[config.mk]
export PLATFORM = sky130hd
export DESIGN_NAME = pipeline_controller
export DESIGN_NICKNAME = d
export VERILOG_FILES = /design/src/rtl/pipeline_controller.sv
export SDC_FILE = /design/constraint.sdc
export NUM_CORES = 1
export LEC_CHECK = 0
export BUFFER_PORTS_ARGS = -buffer_cell sky130_fd_sc_hd__buf_2
export CAP_MARGIN = 20
export CORE_MARGIN = 2
export CORE_UTILIZATION = 29
export CTS_BUF_LIST = sky130_fd_sc_hd__clkbuf_16
export CTS_CLUSTER_DIAMETER = 40
export DETAILED_ROUTE_END_ITERATION = 16
export PLACE_DENSITY_LB_ADDON = 0.15
export SYNTH_ARGS = -nofsm -noshare
export SYNTH_HDL_FRONTEND = slang
export SYNTH_SLANG_ARGS = --single-unit
[constraint.sdc]
create_clock -name clk -period 3.2 [get_ports clk]
set_clock_uncertainty 0.05 [all_clocks]
set_input_delay 0.32 -clock clk [delete_from_list [all_inputs] [get_ports clk]]
set_output_delay 0.32 -clock clk [all_outputs]
set_load 0.1 [all_outputs]
[src/rtl/pipeline_controller.sv]
// pipeline_controller: stall/flush sequencer for memory waits, load-use hazards and taken branches
module pipeline_controller #(
    parameter int TIMEOUT = 255,
    parameter int CNT_W   = 32
) (
    input  logic             clk,
    input  logic             rst,
    input  logic [4:0]       id_rs1,
    input  logic [4:0]       id_rs2,
    input  logic             id_uses_rs2,
    input  logic             ex_mem_read,
    input  logic [4:0]       ex_rd,
    input  logic             ex_branch_taken,
    input  logic             mem_mem_read,
    input  logic             mem_mem_write,
    input  logic             dmem_ready,
    output logic             dmem_req,
    output logic             pc_stall,
    output logic             if_id_stall,
    output logic             id_ex_stall,
    output logic             ex_mem_stall,
    output logic             if_id_flush,
    output logic             id_ex_flush,
    output logic             mem_wb_bubble,
    output logic             mem_error,
    output logic [CNT_W-1:0] stall_cycles,
    output logic [CNT_W-1:0] flush_count
);
    localparam int WW = $clog2(TIMEOUT + 1);
    typedef enum logic [1:0] {S_RUN, S_WAIT, S_ERROR} state_t;
    state_t           state_q, state_d;
    logic [WW-1:0]    wait_q, wait_d;
    logic             err_q;
    logic [CNT_W-1:0] stall_q, flush_q;
    logic             mem_acc, mem_stall, req, load_use, branch;
    assign mem_acc  = mem_mem_read | mem_mem_write;
    assign load_use = ex_mem_read && ex_rd != 5'd0 &&
                      (ex_rd == id_rs1 || (id_uses_rs2 && ex_rd == id_rs2));
    assign branch   = ex_branch_taken;
    // Memory-access FSM: next state, wait counter, raw stall and request
    always_comb begin
        state_d   = state_q;
        wait_d    = wait_q;
        mem_stall = 1'b0;
        req       = 1'b0;
        case (state_q)
            S_RUN: begin
                req = mem_acc;
                if (mem_acc && !dmem_ready) begin
                    mem_stall = 1'b1;
                    state_d   = S_WAIT;
                    wait_d    = WW'(1);
                end
            end
            S_WAIT: begin
                req       = 1'b1;
                mem_stall = !dmem_ready;
                if (dmem_ready) begin
                    state_d = S_RUN;
                    wait_d  = '0;
                end else if (wait_q == WW'(TIMEOUT)) begin
                    state_d = S_ERROR;
                end else begin
                    wait_d = wait_q + WW'(1);
                end
            end
            default: mem_stall = 1'b1;
        endcase
    end
    // Pipeline controls; a memory stall masks branch and load-use, which re-evaluate on release
    always_comb begin
        dmem_req      = !rst && req;
        pc_stall      = !rst && (mem_stall || (!branch && load_use));
        if_id_stall   = pc_stall;
        id_ex_stall   = !rst && mem_stall;
        ex_mem_stall  = id_ex_stall;
        mem_wb_bubble = id_ex_stall;
        if_id_flush   = !rst && !mem_stall && branch;
        id_ex_flush   = !rst && !mem_stall && (branch || load_use);
    end
    // State, sticky error flag and saturating performance counters
    always_ff @(posedge clk) begin
        if (rst) begin
            state_q <= S_RUN;
            wait_q  <= '0;
            err_q   <= 1'b0;
            stall_q <= '0;
            flush_q <= '0;
        end else begin
            state_q <= state_d;
            wait_q  <= wait_d;
            err_q   <= err_q || state_d == S_ERROR;
            stall_q <= (pc_stall && !(&stall_q)) ? stall_q + CNT_W'(1) : stall_q;
            flush_q <= (if_id_flush && !(&flush_q)) ? flush_q + CNT_W'(1) : flush_q;
        end
    end
    assign mem_error    = err_q;
    assign stall_cycles = stall_q;
    assign flush_count  = flush_q;
endmodule
After elaboration in Yosys (flattened, before gate mapping). Cells that the tools add are included.

Register bits after elaboration: 75. Latch bits: 0. RAM bits: 0. Memory bits (read-only): 0. Input port bits: 23. Output and inout port bits: 73. Word-level logic and storage cells: 56. Memories: 0.

Add/sub/neg operators: 3. $mul: 0. Divide/modulo/power cells: 0. Magnitude comparators: 0. Eq/ne operators: 7. Shift-type cells: 0. Mux-type cells: 11. Bitwise logic cells: 1. Reductions and logical operators: 29.

Operators with widths (count): 32-bit by 1-bit adder with 32-bit output (second input constant) (2); 32-bit AND reduction (2); 8-bit 2-to-1 mux (3); 8-bit case mux with 2 select lines (1); 1-bit logical AND (13); 5-bit == test (2); 8-bit by 1-bit adder with 8-bit output (second input constant) (1); 8-bit == test (second input constant) (1); 1-bit logical NOT (6); 2-bit 2-to-1 mux (3); 5-bit nonzero test (1); 1-bit logical OR (4); 1-bit case mux with 2 select lines (2); 2-bit case mux with 2 select lines (1); 3-bit != test (second input constant) (1); 3-bit AND reduction (1); 2-bit by 1-bit == test with 1-bit output (second input constant) (1); 2-bit == test (second input constant) (1); 2-bit logical NOT (1); 2-bit != test (second input constant) (1); 2-bit nonzero test (1); 1-bit 2-to-1 mux (1); 1-bit bitwise OR (1).

Logic depth before layout (Yosys ltp). Gate-level depths: netlist of the first run.

Depth after elaboration: 8. Mapped depth: 11. Gate-level depth less buffers: 8.

Least setup slack after synthesis of the first run. No wires, ideal clock.

Path kind: input to output. From: input port dmem_ready. To: output port pc_stall. Data arrival time: 4703 ps. Required time: 2830 ps. Setup slack: -1873 ps. Cell stages on the path: 5. Buffers on the path: 1. Path through: or2_2 > o22ai_1 > nor3_1 > nor2_1 > buf_4.

Cells in the longest elaborated chain, start to end: 6.

RTL lines: start: declaration (line 16) `input logic dmem_ready,`; 1-bit logical NOT * (line 49, 57); 1-bit logical AND (line 49) `if (mem_acc && !dmem_ready) begin`; 1-bit 2-to-1 mux (line 49); 1-bit case mux with 2 select lines * (line 46) `case (state_q)`; 1-bit logical OR * (line 73) `pc_stall = !rst && (mem_stall || (!branch && load_use));`; 1-bit logical AND * (line 73); end: declaration (line 18) `output logic pc_stall,`.

Every way passes the cells marked *; elsewhere a longest branch is shown, timed or not.

Worst setup path in the final report of the first run.
From: register state_q[0]. To: output port if_id_stall.

Cells in the longest elaborated chain, start to end: 4. Elaborated cells on any way between the ends: 5. Classes of those cells: 1 x eq/ne; 1 x mux; 3 x reduce/logical.

RTL lines: start: declaration (line 31) `state_t state_q, state_d;`; start signal: assignment (line 90) `state_q <= state_d;`; 2-bit by 1-bit == test with 1-bit output or 2-bit logical NOT (tied branches) (line 46); 1-bit case mux with 2 select lines * (line 46); 1-bit logical OR * (line 73); 1-bit logical AND * (line 73); end: declaration (line 19) `output logic if_id_stall,`.

Marked as above.

==> flow_summary.ini, run 1 <==
[worst_hold_path]
hold_class = primary input to register

[final_layout]
drive_gt1_share_pct = 25.9
area_growth_pct = 24.7
multi_input_area_um2 = 2140
final_nets = 576
fillCellCount = 1341
seq_area_um2 = 1510
diodes = 0

[worst_setup_path]
crit_slowest_cell = nor3_1
cp_top_family = simple AND/OR/NAND/NOR gates
critical_path.cell_chain = nor3_1 -> o22ai_4 -> a21oi_1 -> buf_4 -> nor2_4 -> buf_2
worst_setup_path_end_kind = output port
critPathRequiredTime_ns = 2.83
setup.worst_path.class = register to output port
start_kind = register
crit_arrival_ns = 2.30
critPathBufInv = 2
max_stage_delay_ns = 0.56
cp_max_fo = 8

[clock_network]
cts_setup_buffers = 0
cts.htree.levels = 3
cts_tree = done
cts.clk_slew.worst_paths_ns = 0.06
cts-root-buf = clkbuf_16
cts_resized = 0
clk_latency_ns = 0.33
cts.sinks = 75
postCtsHoldBufs = 0
numCtsBuffers = 9
clock_path_buffers = 2

[yosys]
synth_most_common_cell = dfxtp_1
synth-compound-area-share_pct = 13.6
synth_top_area_share_pct = 39.6
synth_fa_ha_area_share_pct = 0.990
synth_mux_area_share_pct = 1.39
syn_inst = 451
synth_commonest_cells = dfxtp_1 (75), nor2_1 (66), nand2_1 (36)
synth_simple_gate_area_share_pct = 28.8
synth_seq_area_share_pct = 39.6
synth_edf_count = 0
syn_avg_cell_area_um2 = 8.41
synth-xor-area-share_pct = 11.1
yosys_warnings = 0
synth_top_area_cell = dfxtp_1
async_flop_share_pct = 0
ys_types = 55
ys.flop_type = dfxtp_1
ys_ff_latch = 75
synth.cell_area_um2 = 3790
synth_nets = 477
synth_top_family_by_area = simple AND/OR/NAND/NOR gates
netlist_top_cells_area = dfxtp_1 (40%), xor2_1 (7.2%), nor2_1 (6.5%)

[timing]
finalHoldViolCount = 0
worstMarginPinSlew_ns = 0.770
finalSetupViolCount = 0
slew_headroom_pct = 48.2
timing.fmax_mhz = 374
min_period_ns = 2.67
slew_violations = 0
rsz0062_at_grt = no
fin_setup_tns_ns = 0
period_share_pct = 83.6

[detailed_routing]
ant_nets = 0
via_per_inst = 4.88
drt_pre_antenna_iters = 4
totalWireLength_mm = 9.95
drt_iter0_markers = 224
wire_per_inst_um = 13.7
route.detailed.drc = 0
num_vias = 3538

[global_routing]
gr-usage-all-layers_pct = 14.6
grt_pass1_wl_mm = 16.7
grt_max_degree = 41
grt_pass1_vias = 3387
grt_antenna_before_repair = 0
overflow = 0

[power_and_ir_drop]
p_leak_uw = 0.00187
comb_power_share_pct = 8.8
internal_power_uw = 1490
p_clk_share_pct = 43.9
switching_power_uw = 506
finalPower_uw = 2000
p_per_area_nw_per_um2 = 423
p_sw_share_pct = 25.3
power_frac_seq_pct = 47.3
ir_worst_vdd_mv = 0.286

[floorplan]
die_w_um = 118
start_util_pct = 29.9
dieArea_um2 = 14000
row_count = 41
core_region_area_um2 = 12700
ios = 96
die_height_um = 118

[job]
maxCapViolations = 0

[run_status]
status = completed

[placement]
port-buffer-count = 95
routabilityCongestion = 0.776
hpwl_mm = 7.29
power groups by stage:
stage	Sequential [µW]	Clock (µW)	Combinational [µW]
finish	946	878	175
global route	946	964	189
CTS	946	919	178
detailed placement	966	0	178
global placement	966	0	176
floorplan	980	0	118
state kept, by name (all words and copies together), names as in the netlist:
name / cells
state_q: 2
flush_count: 32
wait_q: 8
mem_error: 1
stall_cycles: 32
routing by layer:
metal / track usage (%) / part of all wire (%)
met1: 18.9 / 47
met5: 0 / 0
met4: 4.97 / 1.1
met2: 23.3 / 47
met3: 4.05 / 5.4
stage by stage:
stage	instances	hold slack [ns]	util, %	instance area [µm²]	worst slack [ns]
after floorplan	451	0.416	-	3820	0.0182
after global placement	711	0.401	35.4	4480	0.606
after detailed placement	711	0.409	35.4	4480	0.547
after CTS	725	0.369	37.3	4730	0.446
after global routing	725	0.435	37.3	4730	0.316
final	725	0.373	37.3	4730	0.526
layout make-up:
type                    count  share of cell area [%]
repair buffers            105                    11.9
flip-flops and latches     75                    32.0
multi-input cells         345                    45.2
well taps                 172                    4.55
clock inverters             5                   0.503
inverters                  14                    1.11
clock buffers               9                    4.76
worst reg2reg max path: stages, from the launching register on:
cell,delay (ns)
dfxtp_2,0.36
ha_1,0.24
nand3_1,0.09
or4_1,0.44
or4_4,0.57
o21bai_4,0.17
or2_1,0.17
buf_12,0.20
mux2i_1,0.21
nor2_1,0.05
worst paths after layout:
path | start | endpoint | slack, ns | cells past startpoint
min reg2reg | stall_cycles[9] | stall_cycles[9] | 0.41 | 1
max reg2reg | stall_cycles[0] | stall_cycles[1] | 0.54 | 9
min | dmem_ready | wait_q[0] | 0.37 | 4
max | state_q[0] | if_id_stall | 0.53 | 6
cells by family (layout without fill, tap and decap cells):
group / Yosys count / in the layout
xor gates and xnor gates: 48 / 48
muxes: 5 / 5
and+or+nand+nor: 213 / 213
buffers and inverters: 31 / 133
AOI/OAI and AO/OA: 76 / 76
adders and majority gates: 3 / 3
DFF: 75 / 75
layout by cell type, fill, tap and decap left out, types with 11 or more instances in the layout:
cell type	count
buf_2	95
nand3_1	29
nand2_1	36
xor2_1	31
nand4_1	17
inv_1	15
a21oi_1	25
nor3_1	13
nor2_1	65
dfxtp_1	66
xnor2_1	17
or4_1	11
Note: power is estimated with default switching activity, not from simulation.
==> run 2: changes to the inputs <==
==> constraint.sdc (replaced) <==
create_clock -name clk -period 2.6 [get_ports clk]
set_clock_uncertainty 0.05 [all_clocks]
set_input_delay 0.26 -clock clk [delete_from_list [all_inputs] [get_ports clk]]
set_output_delay 0.26 -clock clk [all_outputs]
set_load 0.1 [all_outputs]
==> flow_summary.ini, run 2 (same netlist as run 1, synthesis figures left out) <==
[timing]
slew_headroom_pct = 39.5
period_share_pct = 95.5
timing.fmax_mhz = 403
finalHoldViolCount = 0
slew_violations = 0
min_period_ns = 2.48
finalSetupViolCount = 0
setup_ws_ns = 0.117
worstMarginPinSlew_ns = 0.903
rsz0062_at_grt = no

[detailed_routing]
drt_pre_antenna_iters = 4
drt_iter0_markers = 215
num_vias = 3622
via_per_inst = 4.93
route.detailed.drc = 0
wire_per_inst_um = 13.4
ant_nets = 0
totalWireLength_mm = 9.88

[global_routing]
overflow = 0
gr-usage-all-layers_pct = 14.7
grt_antenna_before_repair = 0
grt_pass1_wl_mm = 16.8
grt_pass1_vias = 3452
grt_max_degree = 36

[floorplan]
start_util_pct = 29.9
ios = 96
core_region_area_um2 = 12700
row_count = 41
dieArea_um2 = 14000
die_w_um = 118
die_height_um = 118

[power_and_ir_drop]
ir_worst_vdd_mv = 0.304
p_leak_uw = 0.00198
p_per_area_nw_per_um2 = 522
p_sw_share_pct = 25.1
power_frac_seq_pct = 43.7
switching_power_uw = 659
comb_power_share_pct = 9.3
internal_power_uw = 1970
p_clk_share_pct = 46.9
finalPower_uw = 2630

[clock_network]
cts.clk_slew.worst_paths_ns = 0.06
cts.htree.levels = 3
numCtsBuffers = 9
cts-root-buf = clkbuf_16
clock_path_buffers = 2
clk_latency_ns = 0.33
cts_setup_buffers = 0
postCtsHoldBufs = 0
cts.sinks = 75
cts_tree = done
cts_resized = 0

[placement]
hpwl_mm = 7.24
routabilityCongestion = 0.732
place_ws_ns = 0.0510
place_inst = 719
port-buffer-count = 95
place_area_um2 = 4720

[worst_setup_path]
start_kind = register
setup.worst_path.class = register to register
critPathRequiredTime_ns = 2.77
worst_setup_path_end_kind = register
crit_arrival_ns = 2.66
cp_max_fo = 4

[final_layout]
diodes = 0
finalInstanceArea_um2 = 5040
area_growth_pct = 32.9
final_nets = 584
fin_cells = 735
drive_gt1_share_pct = 35.0
layout_common_cells = buf_2 (94), nor2_1 (64), nand2_1 (36)
layout_commonest_cell = buf_2

[job]
maxCapViolations = 0

[worst_hold_path]
hold_class = primary input to register

[run_status]
status = completed
-- run 2: cell types whose count changed in the layout (fill, tap and decap cells not counted), sizes merged --
cell / delta
buf: +8
clkbuf: +2
clkinvlp: -1
inv: +1
-- run 2: area by class of cell --
| class | count | area [µm²] |
|---|---|---|
| clock buffer | 11 | 275 |
| clock inverter | 5 | 22.5 |
| fill | 1331 | 7630 |
| inverter | 14 | 52.6 |
| multi-input combinational | 345 | 2250 |
| sequential | 75 | 1580 |
| tap | 172 | 215 |
| timing repair buffer | 113 | 642 |
-- run 2: stage by stage --
| stage | utilization (%) | hold WS (ns) | TNS, ns |
|---|---|---|---|
| after floorplan | - | 0.416 | -2.12 |
| after global placement | 37.2 | 0.399 | 0 |
| after detailed placement | 37.2 | 0.413 | 0 |
| after CTS | 39.6 | 0.347 | 0 |
| after global routing | 39.8 | 0.380 | 0 |
| final | 39.8 | 0.367 | 0 |
-- run 2: power groups by stage --
stage / clock network, µW / logic, µW / registers (µW)
global route: 1330 / 262 / 1150
finish: 1230 / 245 / 1150
CTS: 1290 / 245 / 1150
detailed placement: 0 / 245 / 1180
global placement: 0 / 243 / 1180
floorplan: 0 / 154 / 1200
-- run 2: worst max-delay path, cell delays in order (launching register included) --
cell,delay (ns)
dfxtp_4,0.36
ha_4,0.16
nand3_2,0.08
or4_4,0.42
or4_4,0.59
nand2b_4,0.18
nor3_4,0.16
nand3_1,0.11
mux2_2,0.28
-- run 2: worst paths after layout --
kind                   start               end  slack (ns)  cells after the start
min reg2reg        mem_error         mem_error        0.42                      2
max reg2reg  stall_cycles[1]  stall_cycles[28]        0.12                      8
min               dmem_ready         wait_q[0]        0.37                      5
max          stall_cycles[1]  stall_cycles[28]        0.12                      8
-- run 2: per-layer routing --
layer,up-vias,wire [µm],track usage [%]
met1,1697,4660,18.5
met4,0,106,4.59
met3,11,493,4.25
met5,-,0,0
met2,81,4620,24.1
li1,1833,-,-
